**src/rtl/mul2x2_err_sweeper.sv**
```systemverilog
// -----------------------------------------------------------------------------
// mul2x2_err_sweeper
// Sweeps all 16 operand vectors through an approximate 2x2 multiplier and
// accumulates error statistics against the exact product.
// Revision: 1.0
// -----------------------------------------------------------------------------
`default_nettype none

module mul2x2_err_sweeper #(
   parameter int ET = 4
) (
   input  logic       clk,
   input  logic       rst_n,
   input  logic       start,
   output logic [3:0] stim_o,
   input  logic [3:0] approx_i,
   output logic       busy,
   output logic       done,
   output logic       pass,
   output logic [3:0] max_err,
   output logic [4:0] err_cnt,
   output logic [4:0] viol_cnt,
   output logic [7:0] sum_err,
   output logic [3:0] first_viol
);

   localparam logic [3:0] c_ET = 4'(ET);

   typedef enum logic [1:0] {
      S_IDLE  = 2'd0,
      S_SWEEP = 2'd1,
      S_DRAIN = 2'd2
   } state_t;

   state_t     r_state;
   state_t     w_state_nxt;
   logic       w_start_sweep;

   logic [3:0] r_stim;
   logic       r_s1_vld;
   logic [3:0] r_s1_stim;
   logic [3:0] r_s1_approx;
   logic       r_done;
   logic       r_pass;
   logic [3:0] r_max_err;
   logic [4:0] r_err_cnt;
   logic [4:0] r_viol_cnt;
   logic [7:0] r_sum_err;
   logic [3:0] r_first_viol;

   logic [3:0] w_exact;
   logic [3:0] w_err;
   logic       w_viol;
   logic [4:0] w_viol_cnt_nxt;

   always_ff @(posedge clk) begin
      if (!rst_n) r_state <= S_IDLE;
      else        r_state <= w_state_nxt;
   end

   always_comb begin
      w_state_nxt   = r_state;
      w_start_sweep = 1'b0;
      case (r_state)
         S_IDLE: begin
            if (start) begin
               w_state_nxt   = S_SWEEP;
               w_start_sweep = 1'b1;
            end
         end
         S_SWEEP: begin
            if (r_stim == 4'hF) w_state_nxt = S_DRAIN;
         end
         S_DRAIN: w_state_nxt = S_IDLE;
         default: w_state_nxt = S_IDLE;
      endcase
   end

   // S2 error evaluation on the vector captured by S1
   always_comb begin
      w_exact = {2'b00, r_s1_stim[1:0]} * {2'b00, r_s1_stim[3:2]};
      w_err   = (r_s1_approx >= w_exact) ? (r_s1_approx - w_exact)
                                         : (w_exact - r_s1_approx);
      w_viol  = (w_err > c_ET);
      w_viol_cnt_nxt = r_viol_cnt + {4'b0000, (r_s1_vld && w_viol)};
   end

   always_ff @(posedge clk) begin
      if (!rst_n) begin
         r_stim       <= 4'd0;
         r_s1_vld     <= 1'b0;
         r_s1_stim    <= 4'd0;
         r_s1_approx  <= 4'd0;
         r_done       <= 1'b0;
         r_pass       <= 1'b0;
         r_max_err    <= 4'd0;
         r_err_cnt    <= 5'd0;
         r_viol_cnt   <= 5'd0;
         r_sum_err    <= 8'd0;
         r_first_viol <= 4'd0;
      end else begin
         r_done      <= 1'b0;
         r_s1_vld    <= (r_state == S_SWEEP);
         r_s1_stim   <= r_stim;
         r_s1_approx <= approx_i;
         if (w_start_sweep) begin
            r_stim       <= 4'd0;
            r_pass       <= 1'b0;
            r_max_err    <= 4'd0;
            r_err_cnt    <= 5'd0;
            r_viol_cnt   <= 5'd0;
            r_sum_err    <= 8'd0;
            r_first_viol <= 4'd0;
         end else begin
            if (r_state == S_SWEEP) r_stim <= r_stim + 4'd1;
            if (r_s1_vld) begin
               if (w_err > r_max_err) r_max_err <= w_err;
               r_err_cnt  <= r_err_cnt + {4'b0000, (w_err != 4'd0)};
               r_sum_err  <= r_sum_err + {4'b0000, w_err};
               r_viol_cnt <= w_viol_cnt_nxt;
               if (w_viol && (r_viol_cnt == 5'd0)) r_first_viol <= r_s1_stim;
            end
            // the last vector lands on this same edge, so use the next count
            if (r_state == S_DRAIN) begin
               r_done <= 1'b1;
               r_pass <= (w_viol_cnt_nxt == 5'd0);
            end
         end
      end
   end

   assign stim_o     = r_stim;
   assign busy       = (r_state != S_IDLE);
   assign done       = r_done;
   assign pass       = r_pass;
   assign max_err    = r_max_err;
   assign err_cnt    = r_err_cnt;
   assign viol_cnt   = r_viol_cnt;
   assign sum_err    = r_sum_err;
   assign first_viol = r_first_viol;

endmodule

`default_nettype wire

```
**config.mk**
```make
export PLATFORM = sky130hd
export DESIGN_NAME = mul2x2_err_sweeper
export DESIGN_NICKNAME = d
export VERILOG_FILES = /design/src/rtl/mul2x2_err_sweeper.sv
export SDC_FILE = /design/constraint.sdc
export NUM_CORES = 1
export LEC_CHECK = 0
export CAP_MARGIN = 20
export CORE_UTILIZATION = 52
export CTS_CLUSTER_SIZE = 25
export DETAILED_ROUTE_END_ITERATION = 7
export HOLD_SLACK_MARGIN = 0.1
export PLACE_DENSITY = 0.79
export SYNTH_ARGS = -nofsm -noshare
export SYNTH_HDL_FRONTEND = slang
export SYNTH_SLANG_ARGS = --single-unit
```
**constraint.sdc**
```tcl
create_clock -name clk -period 4.5 [get_ports clk]
set_input_delay 0.45 -clock clk [delete_from_list [all_inputs] [get_ports clk]]
set_output_delay 0.45 -clock clk [all_outputs]
set_load 0.02 [all_outputs]
```
==> flow_summary.ini, run 1 <==
[outcome]
run_status = finished, final reports clean

[worst_setup_path]
crit_path_start_kind = flip-flop
required_ns = 4.71
worst_path_max_delay_cell = fa_1
worstPathBufferInverterCount = 1
path_cells = and2_1, ha_1, inv_1, fa_1, a21o_1, o2bb2ai_1, a311o_1, a221oi_2, nor2b_1, ha_1, ha_1, o21ai_0, a21oi_1, or4_1, a21oi_1
max_stage_delay_ns = 0.44
path_common_cell = ha_1
critPathTopFamily = compound AO/OA/AOI/OAI gates
critPathMaxFanout = 5
crit_path_start = r_s1_stim[3]
worst-setup-path-type = flip-flop to flip-flop
cp_data_arrival_time_ns = 4.03
r2r-start = r_s1_stim[3]
path_depth = 15
crit_path_end_kind = flip-flop
regToRegSetupSlack_ns = 0.69
crit_end = pass
reg2reg_depth = 15
reg2reg_to = pass

[route]
dr.first_iter.drc_count = 71
drc = 0
routed-via-count = 1824
firstDrtPassIters = 6
wl_per_cell_microns = 12.9
antenna_left = 0
routed_wl_microns = 4420
viasPerCell = 5.33

[floorplanning]
core-area_sq_um = 4090
io_pins = 40
row_count = 23
die_h_microns = 68.0
fp.dieArea_sq_um = 4630
initial_core_util_pct = 55.5
die_w_microns = 68.0

[yosys]
netlist_area_sq_um = 2270
synthSimpleGateAreaFrac_pct = 19.3
synth_nets = 283
synthAdderAreaFrac_pct = 14.8
syn_avg_cell_area_sq_um = 9.03
postSynthCellCount = 251
ys_seq_elements = 43
synth_top_family_by_area = simple AND/OR/NAND/NOR gates
synthXorXnorAreaFrac_pct = 5.41
synth_compound_area_share_pct = 10.8
ys_seq_area_share_pct = 38.0
synth.area.mux_share_pct = 7.07
ys_types = 37
synth_warnings = 0

[global_route]
grt_use_met2_pct = 36.2
grt_overflow = 0
grt_pass1_vias = 1645
grt_pass1_wl_microns = 7170
top_usage_layer = met2
antenna_found_initial = 0
grt_max_degree = 28
grt_util_met1_pct = 24.9
track_usage_pct = 20.9
use_met3_pct = 5.50

[place]
dpl.hpwl_microns = 3260
portBuffers = 39
gp_congestion = 0.817

[final_layout]
area_growth_pct = 25.0
layout-drive-gt1-share_pct = 4.11
fillers = 332
layout_common_cells = dfxtp_1 (43), clkdlybuf4s50_1 (39), nor2_1 (29)
final_util_pct = 69.3
mostFrequentLayoutCell = dfxtp_1
nets = 323
antenna_cells = 0

[job]
drv_cap = 0

[sta]
final_hold_viol_count = 0
min_period_over_period_pct = 84.7
max_slew_margin_pct = 38.8
period_needed_ns = 3.81
rsz0062_at_grt = false
max_freq_ghz = 0.262
finalSetupViolations = 0
fin_tns_setup_ns = 0
worst_pin_slew_ns = 0.916
drv_slew = 0
finalClockSkew_ns = 0.00752

[cts]
clkTransAtPathRegs_ns = 0.09
holdBufCountCts = 0
cts_tree = built
root_buffer = clkbuf_8
cts_resized = 0
cts_setup_buffers = 0
htreeDepth = 2
clkLatencyLatePin_ns = 0.30
cts_buffers = 5
clock_tree.buffer_depth = 2
cts_sinks = 43

[pwr]
clkPwrFrac_pct = 41.9
leakage_nw = 1.12
p_per_area_nw_per_um2 = 305
p_comb_share_pct = 12.3
internal_power_w = 0.000659
vdd.ir_drop.worst_v = 0.000243
seq_power_share_pct = 45.9
sw_frac_of_total_pct = 23.8
switching_power_w = 0.000206

[min_path]
hold_class = flip-flop to flip-flop
## power by group through the flow
stage               registers [W]  clock network [W]  logic [W]
global route             0.000398           0.000384   0.000118
floorplan                0.000406                  0  0.0000747
CTS                      0.000397           0.000369   0.000107
detailed placement       0.000405                  0   0.000106
global placement         0.000405                  0   0.000104
finish                   0.000396           0.000362   0.000106
## per-stage QoR
stage               cells  hold slack (ns)  cell area [sq um]  total power, W  worst slack [ns]
global placement      334            0.446               2700        0.000509             0.778
global route          342            0.482               2830        0.000901             0.449
finish                342            0.465               2830        0.000865             0.686
CTS                   342            0.467               2830        0.000872             0.691
detailed placement    334            0.448               2700        0.000511             0.726
floorplan             251            0.442               2270        0.000481             0.971
## tightest hold or removal path: stages, from the launching register on
cell and delay (ns):
dfxtp_1 0.32, nand2_1 0.05, a21oi_1 0.05
## cell families (layout without fill, tap and decap cells)
kind of cell,Yosys count,count (layout)
compound gates,34,34
simple gates,91,91
buf+inv,28,69
flops,43,43
mux,16,16
fa+ha+maj,25,25
xor+xnor,14,14
## worst min path at each step
stage	from	to	cells past startpoint
2_1_floorplan	r_s1_stim[1]	first_viol[1]	2
3_3_place_gp	first_viol[3]	first_viol[3]	2
3_5_place_dp	pass	pass	2
4_1_cts	pass	pass	2
5_1_grt	first_viol[3]	first_viol[3]	2
6_report	pass	pass	2
## Yosys cell counts (all sizes together)
cell type | number | area [sq um]
dfxtp | 43 | 861
nor2 | 30 | 115
ha | 22 | 275
inv | 22 | 82.6
nand2 | 20 | 75.1
mux2i | 16 | 160
and2 | 13 | 81.3
xor2 | 10 | 87.6
a21oi | 9 | 48.8
nand3 | 7 | 35.0
nor2b | 7 | 43.8
nand4 | 6 | 37.5
clkbuf | 5 | 18.8
a211oi | 4 | 30.0
a21o | 4 | 30.0
o21a | 4 | 30.0
o21ai | 4 | 20.0
xnor2 | 4 | 35.0
fa | 3 | 60.1
a221oi | 2 | 23.8
nor3 | 2 | 10.0
or3 | 2 | 12.5
a311o | 1 | 10.0
a31o | 1 | 8.76
and3 | 1 | 6.26
buf | 1 | 3.75
nand2b | 1 | 6.26
nand3b | 1 | 7.51
o211a | 1 | 10.0
o211ai | 1 | 7.51
o22ai | 1 | 6.26
o2bb2ai | 1 | 8.76
o311a | 1 | 10.0
or4 | 1 | 7.51
## flip-flops by register name, indices dropped and copies added (netlist names)
name and count:
err_cnt 5, sum_err 8, r_s1_vld 1, max_err 4, r_s1_approx 4, done 1
stim_o 4, r_s1_stim 4, pass 1, r_state 2, viol_cnt 5, first_viol 4
## layer usage
| layer | wire (microns) | share of wire [%] |
|---|---|---|
| met1 | 2100 | 47 |
| met2 | 2150 | 49 |
| met3 | 119 | 2.7 |
| met4 | 58 | 1.3 |
| met5 | 0 | 0 |
## final cells by class
cell class / instances / area (sq um) / share of cell area [%]
Clock buffer: 5 / 68.8 / 2.43
Clock inverter: 3 / 67.6 / 2.39
Inverter: 22 / 82.6 / 2.92
Multi-Input combinational cell: 180 / 1300 / 45.9
Sequential cell: 43 / 861 / 30.4
Tap cell: 50 / 62.6 / 2.21
Timing Repair Buffer: 39 / 390 / 13.8
Note: power is estimated with default switching activity, not from simulation.
==> run 2: changes to the inputs <==
- clock period: 4.5 -> 3.9 ns (I/O delays scaled with it)
==> flow_summary.ini, run 2 (same netlist as run 1, synthesis figures left out) <==
[worst_setup_path]
worst-setup-path-type = flip-flop to flip-flop
max_stage_delay_ns = 0.42
cp_data_arrival_time_ns = 3.89
worst_path_max_delay_cell = fa_1
crit_path_start_kind = flip-flop
path_cells = and2_1, ha_4, inv_1, fa_1, a21o_1, o2bb2ai_1, a311o_1, a221oi_2, nor2b_1, ha_2, ha_2, o21ai_0, a21oi_1, or4_1, a21oi_1
crit_path_end_kind = flip-flop
critPathMaxFanout = 5
required_ns = 4.11

[final_layout]
antenna_cells = 0
seq_area_sq_um = 861
multi_input_area_sq_um = 1330
nets = 326
layout-drive-gt1-share_pct = 6.44
mostFrequentLayoutCell = dfxtp_1
layout_common_cells = dfxtp_1 (43), clkdlybuf4s50_1 (39), nor2_1 (29)
fillers = 327
largest_reg_flops = 8
final_util_pct = 70.5
area_growth_pct = 27.2

[cts]
cts_sinks = 43
clock_tree.buffer_depth = 2
root_buffer = clkbuf_8
clkTransAtPathRegs_ns = 0.09
clkLatencyLatePin_ns = 0.29
htreeDepth = 2
cts_tree = built
cts_buffers = 5
holdBufCountCts = 0

[sta]
drv_slew = 0
max_slew_margin_pct = 36.5
fin_tns_setup_ns = 0
finalSetupViolations = 0
period_needed_ns = 3.67
rsz0062_at_grt = false
worst_pin_slew_ns = 0.951
final_hold_viol_count = 0
max_freq_ghz = 0.272
finalClockSkew_ns = 0.00651
min_period_over_period_pct = 94.2

[job]
drv_cap = 0

[global_route]
antenna_found_initial = 0
grt_overflow = 0
grt_pass1_wl_microns = 7260
grt_max_degree = 28
track_usage_pct = 21.3
grt_pass1_vias = 1613

[floorplanning]
die_h_microns = 68.0
die_w_microns = 68.0
io_pins = 40
initial_core_util_pct = 55.5
row_count = 23
core-area_sq_um = 4090
fp.dieArea_sq_um = 4630

[route]
drc = 0
dr.first_iter.drc_count = 102
firstDrtPassIters = 4
viasPerCell = 5.36
routed_wl_microns = 4620
wl_per_cell_microns = 13.4
antenna_left = 0
routed-via-count = 1849

[pwr]
vdd.ir_drop.worst_v = 0.000233
p_per_area_nw_per_um2 = 347
leakage_nw = 1.13
power_w = 0.00100

[min_path]
hold_class = flip-flop to flip-flop

[place]
dpl.hpwl_microns = 3340
portBuffers = 39
gp_congestion = 0.815

[outcome]
run_status = finished, final reports clean
[run 2: cell types whose count changed in the layout (fill, tap and decap cells not counted)]
cell,change
a21oi_2,-1
a21oi_4,+1
buf_4,+3
ha_1,-4
ha_2,+3
ha_4,+1
[run 2: worst paths after layout]
check                           slack, ns       endpoint           from  cells after the start
worst min register to register       0.46  first_viol[2]  first_viol[2]                      2
worst min-delay path                 0.46  first_viol[2]  first_viol[2]                      2
worst max register to register       0.23           pass   r_s1_stim[2]                     15
worst max-delay path                 0.23           pass   r_s1_stim[2]                     15
[run 2: critical path: cells and delay by family, from the launching register on]
kind | cells | cell delay [ns]
adders and majority gates | 4 | 1.12
DFF | 1 | 0.32
and+or+nand+nor | 3 | 0.67
AOI/OAI and AO/OA | 7 | 1.42
buffers and inverters | 1 | 0.07
[run 2: final cells by class]
cell class                 count  share of cell area, %
multi-input combinational    180                   46.1
sequential                    43                   29.9
timing repair buffer          42                   14.3
inverter                      22                   2.86
clock buffer                   5                   2.39
clock inverter                 3                   2.34
tap                           50                   2.17
[run 2: what timing repair did]
item	CTS	global route
setup endpoints to repair	0	1
gates resized for setup	0	5
setup buffers	0	0
[run 2: routing by layer]
layer | vias up | track usage (%) | share of wire (%)
met2 | 34 | 38.2 | 51
met3 | 7 | 4.17 | 3.1
li1 | 931 | - | -
met5 | - | 0 | 0
met1 | 877 | 25.2 | 45
met4 | 0 | 6.25 | 1.2
[run 2: power by group]
part / leakage (nW) / switching (W) / internal [W]
Combinational: 0.717 / 0.0000718 / 0.0000609
Clock: 0.0644 / 0.000158 / 0.000255
Sequential: 0.349 / 0.00000686 / 0.000447
Total: 1.13 / 0.000236 / 0.000763
[run 2: through the flow]
step           worst slack [ns]  std cells  hold slack [ns]  instance area (sq um)
2_1_floorplan             0.371        251            0.442                   2270
3_3_place_gp              0.179        337            0.446                   2720
3_5_place_dp             0.0959        337            0.451                   2720
4_1_cts                  0.0652        345            0.463                   2860
5_1_grt                  0.0206        345            0.482                   2880
6_report                  0.227        345            0.462                   2880
==> run 3: changes to the inputs <==
- MAX_ROUTING_LAYER: default -> met4
==> flow_summary.ini, run 3 (same netlist as run 1, synthesis figures left out) <==
[global_route]
grt_use_met2_pct = 38.6
grt_pass1_wl_microns = 7270
antenna_found_initial = 0
track_usage_pct = 21.8
grt_pass1_vias = 1610
top_usage_layer = met2
grt_overflow = 0
use_met3_pct = 4.17
grt_max_degree = 28
grt_util_met1_pct = 24.7

[final_layout]
nets = 326
largest_reg_flops = 8
multi_input_area_sq_um = 1330
final_cells = 345
layout_common_cells = dfxtp_1 (43), clkdlybuf4s50_1 (39), nor2_1 (29)
layout-drive-gt1-share_pct = 6.44
area_growth_pct = 27.2
mostFrequentLayoutCell = dfxtp_1
seq_area_sq_um = 861
antenna_cells = 0
fillers = 327

[route]
dr.first_iter.drc_count = 81
viasPerCell = 5.32
wl_per_cell_microns = 13.3
routed_wl_microns = 4600
drc = 0
firstDrtPassIters = 4
routed-via-count = 1836
antenna_left = 0

[cts]
cts_resized = 0
cts_setup_buffers = 0
cts_sinks = 43
cts_tree = built
clock_tree.buffer_depth = 2
htreeDepth = 2
cts_buffers = 5
holdBufCountCts = 0
root_buffer = clkbuf_8
clkLatencyLatePin_ns = 0.29
clkTransAtPathRegs_ns = 0.08

[sta]
drv_slew = 0
fin_tns_setup_ns = 0
max_slew_margin_pct = 38.4
finalClockSkew_ns = 0.00574
min_period_over_period_pct = 94.5
finalSetupViolations = 0
rsz0062_at_grt = false
worst_pin_slew_ns = 0.921
final_hold_viol_count = 0
max_freq_ghz = 0.271
period_needed_ns = 3.68
setup_ws_ns = 0.215

[min_path]
hold_class = flip-flop to flip-flop

[place]
portBuffers = 39
pre_cts_ws_ns = 0.0959
dpl.hpwl_microns = 3340
gp_congestion = 0.827
place_inst = 337

[floorplanning]
io_pins = 40
fp.dieArea_sq_um = 4630
core-area_sq_um = 4090
initial_core_util_pct = 55.5
row_count = 23
die_w_microns = 68.0
die_h_microns = 68.0

[worst_setup_path]
crit_path_end_kind = flip-flop
critPathMaxFanout = 5
crit_path_start_kind = flip-flop
cp_data_arrival_time_ns = 3.90
required_ns = 4.11
worst-setup-path-type = flip-flop to flip-flop
regToRegSetupSlack_ns = 0.22

[pwr]
power_w = 0.000997
p_per_area_nw_per_um2 = 346
leakage_nw = 1.13
vdd.ir_drop.worst_v = 0.000231

[job]
drv_cap = 0

[outcome]
run_status = finished, final reports clean
==> run 3: cell counts in the layout (fill, tap and decap cells not counted) <==
No cell type changed its count.
==> run 3: layout make-up <==
type	count	area share (%)
timing repair buffer	42	14.3
clock buffer	5	2.39
inverter	22	2.86
multi-input combinational	180	46.1
tap	50	2.17
sequential	43	29.9
clock inverter	3	2.34
==> run 3: worst paths after layout <==
path / startpoint / end / cells after the start
min: first_viol[2] / first_viol[2] / 2
max reg2reg: r_s1_stim[2] / pass / 15
max: r_s1_stim[2] / pass / 15
min reg2reg: first_viol[2] / first_viol[2] / 2
==> run 3: per-layer routing <==
metal | share of wire [%] | wire (microns)
met5 | 0 | 0
met4 | 1.2 | 55
met3 | 3.0 | 136
met2 | 51 | 2340
met1 | 45 | 2070
==> run 3: stage by stage <==
step                      area (sq um)  utilization, %  hold WS (ns)
after floorplan                   2270               -         0.442
after global placement            2720            66.5         0.446
after detailed placement          2720            66.5         0.451
after CTS                         2860            69.9         0.463
after global routing              2880            70.5         0.482
final                             2880            70.5         0.462
==> run 3: report_power, final <==
| part | total, W | internal, W | leakage, nW | switching [W] |
|---|---|---|---|---|
| Sequential | 0.000454 | 0.000447 | 0.349 | 0.00000682 |
| Combinational | 0.000133 | 0.0000609 | 0.717 | 0.0000716 |
| Clock | 0.000411 | 0.000255 | 0.0644 | 0.000155 |
==> run 3: critical path, stage by stage (launching register included) <==
cell	delay, ns
dfxtp_1	0.32
and2_1	0.18
ha_4	0.29
inv_1	0.07
fa_1	0.42
a21o_1	0.21
o2bb2ai_1	0.15
a311o_1	0.36
a221oi_2	0.33
nor2b_1	0.09
ha_2	0.21
ha_2	0.20
o21ai_0	0.16
a21oi_1	0.08
or4_1	0.40
a21oi_1	0.14
==> RTL edit (settings of run 3) <==
The 3 states of `state_t` get a one-hot encoding in 3 bits.
--- a/src/rtl/mul2x2_err_sweeper.sv
+++ b/src/rtl/mul2x2_err_sweeper.sv
@@ -27,8 +27,8 @@
    localparam logic [3:0] c_ET = 4'(ET);
 
-   typedef enum logic [1:0] {
-      S_IDLE  = 2'd0,
-      S_SWEEP = 2'd1,
-      S_DRAIN = 2'd2
+   typedef enum logic [2:0] {
+      S_IDLE  = 3'b001,
+      S_SWEEP = 3'b010,
+      S_DRAIN = 3'b100
    } state_t;
 
Function: same outputs for any inputs over 10 cycles, from zero or initial values and one cycle with rst_n low; not proved beyond that.
==> RTL edit against run 3 <==
  * Power is 7.7% lower
  * Wire length is 0.70% lower
  * Die area is 1.4% higher
  * Sequential cell count is 1 higher
  * Synthesized area is 1.5% higher
  * Worst hold slack better by 7.3 ps
  * Largest power group unchanged
  * Combinational power is 23% lower
  * Final area is 0.91% higher
  * Worst setup slack worse by 5.1 ps
==> RTL edit: results (changes against run 3) <==
DR WL/cell: 13.24 µm (-0.70%)
Int Pwr: 0.6938 mW (-9.1%)
Switch Pwr: 0.2263 mW (-3.2%)
Vias: 1854 (+0.98%)
Gp weighted congestion: 0.8584 (+3.8%)
Met2 wire len: 2.194 mm (-6.3%)
Power share of the sequential group: 0.497 (+0.042)
Dpl ws: 17.26 ps (-78.67 ps)
Status: finished, final reports clean
Hold Crit Start: first_viol[0]$_SDFFE_PP0P_
Adder-cell share of the synthesized area: 0.1458 (-0.002174)
Syn Nets: 285 (+0.71%)
Layout fillers: 358 (+9.5%)
GRT Resource Usage Total: 0.2173 (-0.0007358)
Register area share after synthesis: 0.3830 (+0.003124)
Met2 Use GR: 0.3468 (-0.03922)
Number of synthesized register bits: 44 (+2.3%)
Share of layout cells above drive strength 1: 0.08136 (+0.01695)
DP HPWL: 3.264 mm (-2.4%)
Area after DPL: 2730 µm² (+0.41%)
Non-clock buffers, area share: 0.1445 (+0.001287)
Worst clock skew: 2.965 ps (-2.770 ps)
Vias/cell: 5.374 (+0.98%)
Vias in the first global route: 1641 (+1.9%)
Pwr per Cell Area: 316.3 nW/µm² (-8.6%)
Worst IR Drop VDD: 0.2490 mV (+7.7%)
Seq. cell area: 880.8 µm² (+2.3%)
==> RTL edit: timing repair <==
| item | 4_1_cts | 5_1_grt |
|---|---|---|
| endpoints found under the setup margin | 1 | 1 |
| gates resized for setup | 0 | 8 |
| buffers inserted | 1 | 0 |
| pin swaps | 1 | 1 |
==> RTL edit: worst max path at each step <==
stage / startpoint / end / slack, ps / depth (start not counted)
final: r_s1_stim[2]$_SDFF_PN0_ / pass$_SDFFE_PP0P_ / 210 / 15
after global routing: r_s1_stim[3]$_SDFF_PN0_ / pass$_SDFFE_PP0P_ / 20 / 15
after CTS: r_s1_stim[3]$_SDFF_PN0_ / pass$_SDFFE_PP0P_ / 20 / 15
after detailed placement: r_s1_stim[2]$_SDFF_PN0_ / pass$_SDFFE_PP0P_ / 20 / 15
after global placement: r_s1_stim[3]$_SDFF_PN0_ / pass$_SDFFE_PP0P_ / 200 / 15
after floorplan: r_s1_stim[2]$_SDFF_PN0_ / pass$_SDFFE_PP0P_ / 370 / 15
